`config.mk`:
```
export PLATFORM = sky130hd
export DESIGN_NAME = pipe_stall_arbiter
export DESIGN_NICKNAME = d
export VERILOG_FILES = /design/src/rtl/pipe_stall_arbiter.sv
export SDC_FILE = /design/constraint.sdc
export NUM_CORES = 1
export LEC_CHECK = 0
export CAP_MARGIN = 20
export CORE_MARGIN = 3
export CORE_UTILIZATION = 44
export DETAILED_ROUTE_END_ITERATION = 12
export PLACE_DENSITY = 0.76
export SETUP_SLACK_MARGIN = 0.3
export SYNTH_ARGS = -nofsm -noshare
export SYNTH_HDL_FRONTEND = slang
export SYNTH_SLANG_ARGS = --single-unit
```
`constraint.sdc`:
```
create_clock -name clk_i -period 1.8 [get_ports clk_i]
set_input_delay 0.18 -clock clk_i [delete_from_list [all_inputs] [get_ports clk_i]]
set_output_delay 0.18 -clock clk_i [all_outputs]
set_load 0.1 [all_outputs]
```
`src/rtl/pipe_stall_arbiter.sv`:
```
// pipe_stall_arbiter
// Stall and memory-arbitration controller for the pipelined core. Blocking
// memory requests are granted one at a time to the shared memory port. Every
// pipeline register stays frozen until all requests of the current pipeline
// cycle are served. The controller also inserts the load/store bubble and
// keeps a saturating count of stall cycles.
// Optional feature: define STALL_ARB_RR_EN for round-robin arbitration.
// Without it, arbitration is fixed priority and the lowest index wins.

module pipe_stall_arbiter #(
  parameter int NUM_REQ    = 3,
  parameter int NUM_STAGES = 5,
  parameter int CNT_W      = 16
) (
  input  logic                  clk_i,
  input  logic                  reset_i,
  input  logic [NUM_REQ-1:0]    req_i,
  input  logic                  mem_complete_i,
  input  logic                  ex_mem_access_i,
  output logic [NUM_REQ-1:0]    mem_grant_o,
  output logic [NUM_STAGES-1:0] stage_write_o,
  output logic                  insert_bubble_o,
  output logic                  busy_o,
  output logic [CNT_W-1:0]      stall_cycles_o
);

  localparam logic [0:0] IDLE = 1'b0;
  localparam logic [0:0] BUSY = 1'b1;

  localparam int PTR_W = (NUM_REQ > 1) ? $clog2(NUM_REQ) : 1;

  logic [0:0]         state_q, state_d;
  logic [NUM_REQ-1:0] served_q, served_d;
  logic [NUM_REQ-1:0] memGrant_q, memGrant_d;
  logic [CNT_W-1:0]   stallCycles_q, stallCycles_d;
  logic [NUM_REQ-1:0] pending;
  logic               anyPending;
  logic [PTR_W-1:0]   selIdx;
  logic [NUM_REQ-1:0] selOneHot;

`ifdef STALL_ARB_RR_EN
  logic [PTR_W-1:0]   rrPtr_q, rrPtr_d;
`endif

  // A channel is pending while it requests and has not been served in this
  // pipeline cycle.
  assign pending    = req_i & ~served_q;
  assign anyPending = |pending;

`ifdef STALL_ARB_RR_EN
  // Round-robin pick: scan from rrPtr downward so that the smallest offset wins.
  always_comb begin
    int idx;
    idx    = 0;
    selIdx = '0;
    for (int i = NUM_REQ - 1; i >= 0; i--) begin
      idx = (int'(rrPtr_q) + i) % NUM_REQ;
      if (pending[idx]) selIdx = PTR_W'(idx);
    end
  end
`else
  // Fixed-priority pick: the lowest pending index wins.
  always_comb begin
    selIdx = '0;
    for (int i = NUM_REQ - 1; i >= 0; i--) begin
      if (pending[i]) selIdx = PTR_W'(i);
    end
  end
`endif

  assign selOneHot = NUM_REQ'(1) << selIdx;

  // Grant FSM next state. A completion marks the granted channel as served.
  // Any cycle with nothing pending means the pipeline advanced, so the
  // served mask starts over.
  always_comb begin
    state_d    = state_q;
    memGrant_d = memGrant_q;
    served_d   = served_q;
`ifdef STALL_ARB_RR_EN
    rrPtr_d    = rrPtr_q;
`endif
    case (state_q)
      IDLE: begin
        if (anyPending) begin
          memGrant_d = selOneHot;
          state_d    = BUSY;
`ifdef STALL_ARB_RR_EN
          rrPtr_d    = (selIdx == PTR_W'(NUM_REQ - 1)) ? '0 : selIdx + PTR_W'(1);
`endif
        end
      end
      BUSY: begin
        if (mem_complete_i) begin
          served_d   = served_q | memGrant_q;
          memGrant_d = '0;
          state_d    = IDLE;
        end
      end
      default: state_d = IDLE;
    endcase
    if (!anyPending) served_d = '0;
  end

  // Stage enables: a pending request freezes everything. Otherwise a memory
  // op in ID/EX holds PC and IF/ID and bubbles ID/EX. While reset is high,
  // everything is held.
  always_comb begin
    stage_write_o   = '0;
    insert_bubble_o = 1'b0;
    if (!reset_i && !anyPending) begin
      stage_write_o = {NUM_STAGES{1'b1}};
      if (ex_mem_access_i) begin
        stage_write_o[1:0] = 2'b00;
        insert_bubble_o    = 1'b1;
      end
    end
  end

  // The stall counter counts fully frozen cycles and sticks at its maximum.
  always_comb begin
    stallCycles_d = stallCycles_q;
    if ((stage_write_o == '0) && (stallCycles_q != {CNT_W{1'b1}}))
      stallCycles_d = stallCycles_q + CNT_W'(1);
  end

  // State registers with synchronous reset.
  always_ff @(posedge clk_i) begin
    if (reset_i) begin
      state_q       <= IDLE;
      served_q      <= '0;
      memGrant_q    <= '0;
      stallCycles_q <= '0;
`ifdef STALL_ARB_RR_EN
      rrPtr_q       <= '0;
`endif
    end else begin
      state_q       <= state_d;
      served_q      <= served_d;
      memGrant_q    <= memGrant_d;
      stallCycles_q <= stallCycles_d;
`ifdef STALL_ARB_RR_EN
      rrPtr_q       <= rrPtr_d;
`endif
    end
  end

  assign mem_grant_o    = memGrant_q;
  assign busy_o         = (state_q == BUSY) && !reset_i;
  assign stall_cycles_o = stallCycles_q;

endmodule

```
==> results.txt <==
Worst Max-Slew Pin Slew -> 0.465 ns
worst setup path start -> served_q[1]
Initial Utilization -> 47.1%
slowest cell on the critical path -> dfxtp_1
CP Data Arrival Time -> 1.67 ns
clk_skew -> 0.00452 ns
# setup viols final -> 5
Largest delay share family, worst path -> buffers and inverters
R2R cell count -> 8
post-synthesis sequential area ratio -> 34.8%
Synth Instances -> 149
Net Switching -> 389 µW
drc violations -> 0
first-pass GRT wire length -> 6510 µm
RSZ-0062 raised after global routing -> yes
max-slew violations -> 0
cts bufs inserted -> 3
Filler Cells Inserted -> 161
Storage cell area -> 527 µm²
Antenna Nets Post-Route -> 0
Top Ports -> 33
pre-CTS WS -> -0.225 ns
clock-pin slew on the worst setup and hold paths -> 0.14 ns
WS Path Type -> flip-flop to output pin
Crit path largest cell delay -> 0.43 ns
Leak -> 0.927 nW
worst hold path class -> input pin to flip-flop
area leader, netlist -> dfxtp_1
antenna violations before repair -> 0
# H-tree levels -> 1
chip width -> 60.8 µm
Yosys warnings -> 0
Routed WL -> 4430 µm
vias post-DR -> 1398
number of global-route vias before repair -> 1359
DRT iter0 DRCs -> 57
TritonCTS clock tree -> built
area added between synthesis and finish -> 71.9%
Cell Pwr Density -> 477 nW/µm²
hold path start -> req_i[0]
setup_tns -> -0.246 ns
Worst EP required -> 1.62 ns
slew margin rel. -> 68.7%
Reg power frac -> 47.7%
endpoints failing hold -> 0
hold endpoint -> mem_grant_o[1]
Routed WL per cell -> 18.6 µm
most common flop cell mapped by yosys -> dfxtp_1
Post-synth top cells -> 23 x dfxtp_1, 16 x nor2b_1, 14 x nor2_1, 12 x nand2_1, 11 x mux2_2
Placed Instance Area -> 1830 µm²
worst-skew pair later-pin latency -> 0.32 ns
WP buf/inv -> 4
Min Clock Period, post-route -> 1.85 ns
flop and latch count out of synthesis -> 23
Setup WS post-layout -> -0.0543 ns
library cells used by synthesis -> 41
dominant cells by area after synthesis -> dfxtp_1 35%, mux2_2 9.4%, nor2b_1 7.6%
gpl congestion -> 0.759
count leader, synth -> dfxtp_1
reg2reg end -> stall_cycles_o[9]
Min-Delay Path Depth -> 4
multi-input logic area -> 1040 µm²
CP max FO -> 7
Die Area -> 3700 µm²
largest net degree at the start of global routing -> 33
syn nets -> 157
clock sink count -> 23
TritonRoute pass-1 iters -> 4
cell mode on critical path -> buf_12
final cycle utilization of the critical path -> 103%
number of port buffers -> 32
Clock Path Buffers -> 2
Rows -> 19
clk root buf -> clkbuf_4
cell-internal power -> 696 µW
fraction of layout cells with a size suffix above 1 -> 58.5%
fin nets -> 216
CP Cell Sequence -> nor2b_4 > nor4_4 > buf_6 > buf_12 > buf_4 > buf_12
Global Route Usage Sum -> 23.6%
synthesized area -> 1320 µm²
grt ovf -> 0
vias per cell -> 5.87
Chip Height -> 60.8 µm
clock power share -> 23.9%
Peak VDD IR -> 0.000402 V
switching share of power -> 35.8%
fraction of registers with async set/reset -> 0%
status -> finished, violations left
post-route cell area -> 2270 µm²
startpoint types -> flip-flop
reg-to-reg slack, setup -> 0.04 ns
core box area -> 2810 µm²
synthesized area per cell -> 8.88 µm²
f_max -> 539 MHz
Crit. End Element -> output pin
MaxCap Viol Count -> 0
RR Startpoint -> served_q[0]
Gate power share -> 28.4%
ant diodes -> 0
CTS hold repair buffers -> 0
failing checks -> setup timing
Yosys top cell area share -> 34.8%
number of enable flip-flop cells after synthesis -> 0
HPWL Detailed -> 2380 µm
==> how the worst max path moves through the flow <==
stage                                     to  slack [ns]  cells past startpoint
after floorplan             stage_write_o[1]       -0.31                      5
after global placement    stall_cycles_o[13]       -0.21                      6
after detailed placement  stall_cycles_o[13]       -0.23                      6
after CTS                   stage_write_o[1]       -0.04                      6
after global routing        stage_write_o[0]       -0.10                      6
final                       stage_write_o[2]       -0.05                      6
==> per-layer routing <==
layer,global-route usage (%),share of wire (%),vias to the layer above
met5,0,0,-
met4,7.12,2.4,0
met3,4.04,5.3,13
met2,42.0,50,49
met1,28.8,42,673
li1,-,-,663
==> tightest hold or removal path: stages <==
cell and delay (ns):
dlygate4sd2_1 0.27, nand2b_4 0.09, a32oi_1 0.09, nor2_1 0.08
==> through the flow <==
stage | total power [mW] | utilization, % | hold WS [ns] | instances
final | 1.09 | 81.0 | 0.420 | 238
after floorplan | 0.713 | - | 0.337 | 149
after CTS | 1.07 | 79.2 | 0.433 | 234
after detailed placement | 0.791 | 65.3 | 0.490 | 213
after global placement | 0.785 | 65.3 | 0.485 | 213
after global routing | 1.12 | 81.0 | 0.467 | 238
==> cells by family after synthesis <==
group,share of synthesized area (%)
AND/OR/NAND/NOR,34.0
AO/OA/AOI/OAI,15.9
flip-flops,34.8
multiplexers,10.1
buffers and inverters,4.26
adder cells (fa/ha/maj),0.946
==> power groups by stage <==
stage | clock network [mW] | logic, mW | registers, mW
finish | 0.259 | 0.308 | 0.518
global route | 0.281 | 0.320 | 0.520
CTS | 0.256 | 0.295 | 0.518
detailed placement | 0 | 0.253 | 0.538
global placement | 0 | 0.248 | 0.538
floorplan | 0 | 0.107 | 0.606
==> sequential cells by signal, summed over array words and instances, names as in the netlist <==
signal	cells
mem_grant_o	3
stall_cycles_o	16
served_q	3
state_q	1
==> area by class of cell <==
type | instances | area share, %
multi-input cells | 115 | 45.7
repair buffers | 62 | 27.7
flip-flops and latches | 23 | 23.2
well taps | 31 | 1.71
clock buffers | 3 | 0.991
inverters | 3 | 0.495
clock inverters | 1 | 0.220
==> cell usage in the layout (no fill, tap or decap), types with 2 or more instances in the layout <==
cell type / instances
buf_4: 40
a211oi_2: 5
nor4_4: 6
or4_1: 2
nand4_1: 2
and4_1: 2
dfxtp_4: 17
nand2b_1: 2
inv_1: 3
nor2b_1: 12
o211ai_1: 2
a31oi_1: 3
dfxtp_1: 4
nor3_1: 7
clkbuf_4: 3
dfxtp_2: 2
nor2_1: 13
mux2_2: 5
nor2b_4: 4
clkdlybuf4s50_1: 5
buf_6: 5
nand3_1: 2
a21oi_1: 3
nand2_2: 2
o31ai_1: 2
buf_12: 10
nand2_1: 10
mux2_4: 6
==> timing repair <==
action | CTS | global route
endpoints found under the setup margin | 22 | 23
buffers inserted | 17 | 4
pin swaps | 12 | 7
gates resized for setup | 40 | 8
No activity file was read; power rests on OpenSTA's default activity.
==> RTL change (same flow settings) <==
Add a define of `STALL_ARB_RR_EN`.
--- a/src/rtl/pipe_stall_arbiter.sv
+++ b/src/rtl/pipe_stall_arbiter.sv
@@ -7,4 +7,6 @@
 // Optional feature: define STALL_ARB_RR_EN for round-robin arbitration.
 // Without it, arbitration is fixed priority and the lowest index wins.
+
+`define STALL_ARB_RR_EN
 
 module pipe_stall_arbiter #(
Behaviour: not the same (Yosys sat finds a counterexample within 4 cycles, from zero or initial values and one cycle with reset_i high).
==> RTL change against the unedited design <==
- power rose by 18%
- non-clock buffer count decreased by 5
- largest cell class unchanged
- routed wire length fell by 13%
- cell area shrank 0.33%
- largest power group unchanged
- worst setup slack improved by 100 ps
- area after synthesis is 9.8% higher
- cell count increased by 6.7%
- critical path type unchanged
- sequential cell count is 2 higher
==> RTL change: results (changes against the unedited design) <==
stage,metric,value,unit,change
drt,routed_via_density,5.40,,was 5.87
pwr,p_leak,0.868,nW,was 0.927 nW
placed_design,dp.cells,236,,was 213
timing,worstMarginPinSlew,280,ps,was 465 ps
global_routing,met2_usage,32.6,%,was 42.0%
global_routing,grt_max_degree,14,,was 33
placed_design,dp_hpwl,2.82,mm,was 2.38 mm
cells_and_area,n_fill_cell,249,,was 161
critical_path,arrival,1570,ps,was 1670 ps
critical_path,r2r_slack,290,ps,was 40 ps
synth,netlist_top_cells_area,"dfxtp_1 34%, xnor2_1 4.8%, nor2_1 4.7%",,"was dfxtp_1 35%, mux2_2 9.4%, nor2b_1 7.6%"
synth,synth_area_per_cell,9.19,sq um,was 8.88 sq um
cells_and_area,final_util,73.0,%,was 81.0%
synth,synth_cell_type_count,49,,was 41
timing,finalClockSkew,11.1,ps,was 4.52 ps
cells_and_area,layout.nets,222,,was 216
placed_design,place_congestion,0.833,,was 0.759
critical_path,crit_start,served_q[2]$_SDFFE_PP0P_,,was served_q[1]$_SDFFE_PP0P_
global_routing,use_met1,26.9,%,was 28.8%
critical_path,rr_endpoint,stall_cycles_o[15]$_SDFFE_PP0P_,,was stall_cycles_o[9]$_SDFFE_PP0P_
global_routing,grt_use_total,19.8,%,was 23.6%
placed_design,postPlaceCellArea,0.00206,sq mm,was 0.00183 sq mm
global_routing,first_global_vias,1335,,was 1359
cells_and_area,drive_above_1_share,55.2,%,was 58.5%
drt,drt_iter0_drc,66,,was 57
synth,synth.cells.most_frequent,"25 x dfxtp_1, 18 x nor2_1, 12 x nand3_1, 8 x nand2_1, 8 x xnor2_1",,"was 23 x dfxtp_1, 16 x nor2b_1, 14 x nor2_1, 12 x nand2_1, 11 x mux2_2"
status,outcome,completed,,"was finished, violations left"
hold_path,worstHoldPathType,register to register,,was input pin to register
hold_path,min_from,mem_grant_o[1]$_SDFFE_PP0P_,,was req_i[0]
critical_path,reg2regPathDepth,7,,was 8
global_routing,grt_first_pass_wirelength,6.46,mm,was 6.51 mm
[RTL change: stage by stage]
stage | setup slack (ps) | power (mW)
final | 46.8 | 1.28
after global routing | -28.7 | 1.33
after CTS | 31.1 | 1.24
after detailed placement | -45.5 | 0.987
after global placement | -9.36 | 0.976
after floorplan | -761 | 0.883
[RTL change: worst min-delay path by stage]
stage / end / slack (ps) / cells after the start
finish: mem_grant_o[1]$_SDFFE_PP0P_ / 500 / 2
floorplan: state_q$_SDFF_PP0_ / 360 / 2
global route: mem_grant_o[1]$_SDFFE_PP0P_ / 520 / 2
global placement: mem_grant_o[1]$_SDFFE_PP0P_ / 460 / 2
detailed placement: mem_grant_o[1]$_SDFFE_PP0P_ / 460 / 2
CTS: mem_grant_o[1]$_SDFFE_PP0P_ / 480 / 2
[RTL change: report_power, final]
part           switching (mW)  internal, mW  leakage, nW
clock                   0.165        0.0867       0.0150
sequential             0.0296         0.563        0.217
combinational           0.269         0.162        0.635
[RTL change: final cells by class]
type / instances / area share (%)
Clock buffer: 4 / 1.16
Inverter: 3 / 0.497
Multi-Input combinational cell: 121 / 46.9
Sequential cell: 25 / 24.8
Tap cell: 44 / 2.43
Timing Repair Buffer: 57 / 24.1
[RTL change: timing repair]
item,in CTS,in global routing
hold buffers,0,0
setup buffers,3,11
endpoints found under the setup margin,12,27
resized for setup,9,14
pin swaps,4,17
[RTL change: cells by family (layout without fill, tap and decap cells)]
logic type	after synthesis	after routing	share of synthesized area, %
AO/OA/AOI/OAI	33	33	19.0
XOR/XNOR	14	14	8.44
adder cells (fa/ha/maj)	4	4	3.45
buffers and inverters	12	64	5.43
flip-flops	25	25	34.5
multiplexers	2	2	1.38
AND/OR/NAND/NOR	68	68	27.9
[RTL change: critical path, stage by stage, from the launching register on]
cell and delay (ps):
dfxtp_2 380, nor2b_2 50, buf_6 130, nor4_4 320, and2_4 210, buf_12 170
[RTL change: layer usage]
layer  vias to the layer above  wire (um)
met3                         6        134
met4                         0         46
met1                       663       1780
met2                        27       1880
li1                        675          -
met5                         -          0
